==> src/rtl/serial_subtractor_pkg.sv <==
// Shared definitions for the bit-serial arithmetic blocks: FSM state
// encoding and the bit-counter width helper.
package serial_subtractor_pkg;

    // 2'd3 is unused and is steered back to IDLE by the FSM.
    typedef enum logic [1:0] {
        ST_IDLE = 2'd0,
        ST_RUN  = 2'd1,
        ST_DONE = 2'd2
    } state_t;

    // Bits needed to count 0..w-1; never narrower than one bit.
    function automatic int cnt_width(input int w);
        return (w <= 2) ? 1 : $clog2(w);
    endfunction

endpackage

==> src/rtl/serial_subtractor_fa_cell.sv <==
// Combinational 1-bit full adder, the only arithmetic cell in the serial
// subtractor datapath.
module fa_cell (
    input  logic a,
    input  logic b,
    input  logic cin,
    output logic sum,
    output logic cout
);

    // Sum and majority carry.
    always_comb begin
        sum  = a ^ b ^ cin;
        cout = (a & b) | (a & cin) | (b & cin);
    end

endmodule

==> src/rtl/serial_subtractor.sv <==
// Bit-serial subtractor: diff = a - b computed LSB-first as a + ~b + 1,
// one bit per clock through a single full-adder cell, with a start/done
// handshake and registered results.
module serial_subtractor
    import serial_subtractor_pkg::*;
#(
    parameter int WIDTH = 8
) (
    input  logic             clk,
    input  logic             reset_n,
    input  logic             start,
    input  logic [WIDTH-1:0] a,
    input  logic [WIDTH-1:0] b,
    output logic             busy,
    output logic             done,
    output logic [WIDTH-1:0] diff,
    output logic             borrow_out,
    output logic             overflow
);

    localparam int CW = cnt_width(WIDTH);
    localparam logic [CW-1:0] LAST_BIT = CW'(WIDTH - 1);

    state_t           state_reg, state_next;
    logic [WIDTH-1:0] a_sh_reg, a_sh_next;
    logic [WIDTH-1:0] b_sh_reg, b_sh_next;
    logic [WIDTH-1:0] res_reg, res_next;
    logic             carry_reg, carry_next;
    logic [CW-1:0]    count_reg, count_next;
    logic             busy_reg, busy_next;
    logic             done_reg, done_next;
    logic [WIDTH-1:0] diff_reg, diff_next;
    logic             borrow_reg, borrow_next;
    logic             ovf_reg, ovf_next;

    logic             s_bit;
    logic             c_bit;
    logic [WIDTH-1:0] res_shift;

    // Single adder cell; the subtrahend bit is inverted on its way in and
    // the +1 comes from the carry being preset to 1 on accept.
    fa_cell u_fa (
        .a    (a_sh_reg[0]),
        .b    (~b_sh_reg[0]),
        .cin  (carry_reg),
        .sum  (s_bit),
        .cout (c_bit)
    );

    assign res_shift = {s_bit, res_reg[WIDTH-1:1]};

    // Next-state logic for the FSM, datapath shifters and output registers.
    always_comb begin
        state_next  = state_reg;
        a_sh_next   = a_sh_reg;
        b_sh_next   = b_sh_reg;
        res_next    = res_reg;
        carry_next  = carry_reg;
        count_next  = count_reg;
        done_next   = 1'b0;
        diff_next   = diff_reg;
        borrow_next = borrow_reg;
        ovf_next    = ovf_reg;

        case (state_reg)
            ST_IDLE: begin
                if (start) begin
                    a_sh_next  = a;
                    b_sh_next  = b;
                    carry_next = 1'b1;
                    count_next = '0;
                    state_next = ST_RUN;
                end
            end
            ST_RUN: begin
                a_sh_next  = a_sh_reg >> 1;
                b_sh_next  = b_sh_reg >> 1;
                res_next   = res_shift;
                carry_next = c_bit;
                count_next = count_reg + CW'(1);
                if (count_reg == LAST_BIT) begin
                    // Last bit: carry_reg is the carry into the MSB and
                    // c_bit the carry out of it, so results are final now.
                    state_next  = ST_DONE;
                    count_next  = '0;
                    done_next   = 1'b1;
                    diff_next   = res_shift;
                    borrow_next = ~c_bit;
                    ovf_next    = carry_reg ^ c_bit;
                end
            end
            ST_DONE: begin
                state_next = ST_IDLE;
            end
            default: begin
                state_next = ST_IDLE;
            end
        endcase

        busy_next = (state_next != ST_IDLE);
    end

    // State and output registers with synchronous active-low reset.
    always_ff @(posedge clk) begin
        if (!reset_n) begin
            state_reg  <= ST_IDLE;
            a_sh_reg   <= '0;
            b_sh_reg   <= '0;
            res_reg    <= '0;
            carry_reg  <= 1'b0;
            count_reg  <= '0;
            busy_reg   <= 1'b0;
            done_reg   <= 1'b0;
            diff_reg   <= '0;
            borrow_reg <= 1'b0;
            ovf_reg    <= 1'b0;
        end else begin
            state_reg  <= state_next;
            a_sh_reg   <= a_sh_next;
            b_sh_reg   <= b_sh_next;
            res_reg    <= res_next;
            carry_reg  <= carry_next;
            count_reg  <= count_next;
            busy_reg   <= busy_next;
            done_reg   <= done_next;
            diff_reg   <= diff_next;
            borrow_reg <= borrow_next;
            ovf_reg    <= ovf_next;
        end
    end

    assign busy       = busy_reg;
    assign done       = done_reg;
    assign diff       = diff_reg;
    assign borrow_out = borrow_reg;
    assign overflow   = ovf_reg;

endmodule

==> config.mk <==
export PLATFORM = sky130hd
export DESIGN_NAME = serial_subtractor
export DESIGN_NICKNAME = d
export VERILOG_FILES = /design/src/rtl/serial_subtractor_pkg.sv /design/src/rtl/serial_subtractor_fa_cell.sv /design/src/rtl/serial_subtractor.sv
export SDC_FILE = /design/constraint.sdc
export NUM_CORES = 1
export LEC_CHECK = 0
export ABC_AREA = 1
export CAP_MARGIN = 20
export CORE_MARGIN = 10
export CORE_UTILIZATION = 40
export CTS_CLUSTER_DIAMETER = 100
export DETAILED_ROUTE_END_ITERATION = 7
export PLACE_DENSITY = 0.73
export SLEW_MARGIN = 20
export SYNTH_ARGS = -nofsm -noshare
export SYNTH_HDL_FRONTEND = slang
export SYNTH_SLANG_ARGS = --single-unit
==> constraint.sdc <==
create_clock -name clk -period 1.5 [get_ports clk]
set_clock_uncertainty 0.05 [all_clocks]
set_input_delay 0.3 -clock clk [delete_from_list [all_inputs] [get_ports clk]]
set_output_delay 0.3 -clock clk [all_outputs]
set_load 0.005 [all_outputs]
==> impl_metrics.ini <==
[worst_setup_path]
regToRegSetupSlack_ns = 0.10
r2r_cells = 7
worst-path-max-fanout = 1
critPathTopFamily = buffers and inverters
arrival_ns = 1.10
critPathLaunchType = register
cp_num_buf_inv = 1
required_ns = 1.15
crit_path_end_kind = primary output
path_cells = clkdlybuf4s50_1
crit_slowest_cell = clkdlybuf4s50_1
cp-startpoint = busy
r2r-start = count_reg[0]
cpPeakStageDelay_ns = 0.49
crit_type = register to primary output
r2r-end = diff[3]

[synth]
syn-num-nets = 257
ys_ff_latch = 41
synth_cell_types = 26
synth_area_sq_mm = 0.00178
synth-seq-area-share = 0.461
avgSynthCellArea_sq_um = 7.58
synth-warning-count = 0
synthCells = 235

[place]
pre_cts_slack_ns = -0.0531
dp_hpwl_mm = 2.79
gp_congestion = 0.756
port_buffers = 30
dpl_cell_area_sq_mm = 0.00217

[floorplan]
rows = 24
io_pins = 31
core_sq_mm = 0.00432
die-area_sq_mm = 0.00752
start_util = 0.412
fp.dieH_um = 86.7
die_w_um = 86.7

[timing]
hold_violations = 0
grt_setup_unrepaired = false
setup_slack_ns = 0.0479
post-route-min-period_ns = 1.45
finalCritPeriodShare = 0.968
tightestPinTransition_ns = 0.454
setup_viol = 0
fmax_mhz = 689
max-slew-margin-rel = 0.697
fin_setup_tns_ns = 0
holdWs_ns = 0.411
slew_violations = 0

[route]
vias = 1539
drc = 0
wl_per_cell_um = 11.7
drt-total-wl_mm = 3.81
post_drt_via_cell_ratio = 4.71
drtIter0Drc = 92
dr.pass1.iters = 4
postRouteAntennaNets = 0

[global_routing]
grt_max_degree = 17
grt-ovfl-total = 0
grt_pass1_wl_mm = 6.65
grt_pass1_vias = 1527
antenna_found_initial = 0
grt_use_total = 0.108

[final_layout]
fin_area_sq_mm = 0.00232
diodes = 0
syn_to_final_growth_pct = 30.6
fin_nets = 296
layout_commonest_cell = dfxtp_1
layout_common_cells = dfxtp_1 (40), inv_1 (37), nand2_1 (31)
drive_gt1_frac = 0.156

[clock_tree]
clock_latency_ns = 0.30
cts_buffers = 5
cts_root_buffer = clkbuf_8
cts.sinks = 41
tritoncts = yes
clk_path_buf_depth = 2
ctsHtreeMaxLevel = 2
clkTransAtPathRegs_ns = 0.07

[pwr]
ir_worst_vdd_mv = 0.531
p_sw_uw = 600
p_seq_frac = 0.486
p_int_mw = 1.85
leakage_nw = 1.22
clkPwrFrac = 0.373
switching_share = 0.244
power_density_mw_per_mm2 = 1060
pwr-share-comb = 0.141

[outcome]
status = finished, final reports clean

[hold_path]
min_from = a_sh_reg[7]
hold_path.class = register to register
hold_end = a_sh_reg[7]
whs_path_depth = 2

[job]
maxCapViolCount = 0
==> stage by stage <==
| step | util | power [mW] | std cells |
|---|---|---|---|
| 2_1_floorplan | - | 1.44 | 235 |
| 4_1_cts | 0.529 | 2.47 | 325 |
| 3_5_place_dp | 0.502 | 1.56 | 317 |
| 5_1_grt | 0.538 | 2.58 | 327 |
| 6_report | 0.538 | 2.45 | 327 |
| 3_3_place_gp | 0.502 | 1.55 | 317 |
==> layer usage <==
layer / GRT usage / vias to the layer above / share of wire
li1: - / 804 / -
met1: 0.116 / 709 / 0.44
met2: 0.186 / 21 / 0.50
met3: 0.0394 / 5 / 0.048
met4: 0.0486 / 0 / 0.010
met5: 0 / - / 0
==> Yosys cell counts <==
cell | instances | area [sq um]
a211oi_1 | 1 | 7.51
nand2_1 | 31 | 116
o21ai_0 | 25 | 125
ha_1 | 2 | 25.0
inv_1 | 37 | 139
o21ai_1 | 1 | 5.00
fa_1 | 1 | 20.0
a211oi_2 | 2 | 25.0
a21oi_1 | 9 | 45.0
nor2_1 | 29 | 109
a21oi_2 | 2 | 17.5
buf_2 | 5 | 25.0
nor3_1 | 11 | 55.1
inv_2 | 2 | 7.51
nand2_4 | 3 | 33.8
nor2_2 | 6 | 37.5
nand2_2 | 6 | 37.5
buf_1 | 1 | 3.75
nand3_1 | 13 | 65.1
dfxtp_1 | 41 | 821
nor2_4 | 1 | 11.3
clkbuf_1 | 1 | 3.75
buf_4 | 1 | 7.51
inv_4 | 1 | 6.26
xor2_1 | 1 | 8.76
buf_6 | 2 | 22.5
==> repair_timing <==
item                                   4_1_cts  5_1_grt
endpoints found under the hold margin        0        0
hold buffers                                 0        0
pin swaps                                    0        1
gates resized for setup                      1       10
setup endpoints to repair                    1       16
buffers inserted                             0        2
==> cell families after synthesis <==
logic type | synth area share
flip-flops | 0.461
adder cells (fa/ha/maj) | 0.0253
buffers and inverters | 0.121
AO/OA/AOI/OAI | 0.126
AND/OR/NAND/NOR | 0.261
XOR/XNOR | 0.00492
==> worst max path at each step <==
stage                             end  slack, ns  cells after the start
after floorplan              overflow       0.25                      5
after global placement     res_reg[2]       0.02                      3
after detailed placement  b_sh_reg[0]      -0.05                      5
after CTS                     diff[0]      0.004                      1
after global routing             busy       0.01                      1
final                            busy       0.05                      1
==> power by group through the flow <==
| stage | registers (mW) | clock network (mW) | logic [mW] |
|---|---|---|---|
| CTS | 1.19 | 0.930 | 0.349 |
| detailed placement | 1.22 | 0 | 0.347 |
| global route | 1.20 | 0.983 | 0.393 |
| global placement | 1.22 | 0 | 0.338 |
| floorplan | 1.21 | 0 | 0.234 |
| finish | 1.19 | 0.915 | 0.346 |
==> area by class of cell <==
cell class	count	area [sq um]
fillers	420	2000
clock buffers	7	86.3
repair buffers	42	424
flip-flops and latches	41	822
clock inverters	1	30.0
well taps	52	65.1
multi-input cells	144	744
inverters	40	153
Note: power is estimated with default switching activity, not from simulation.
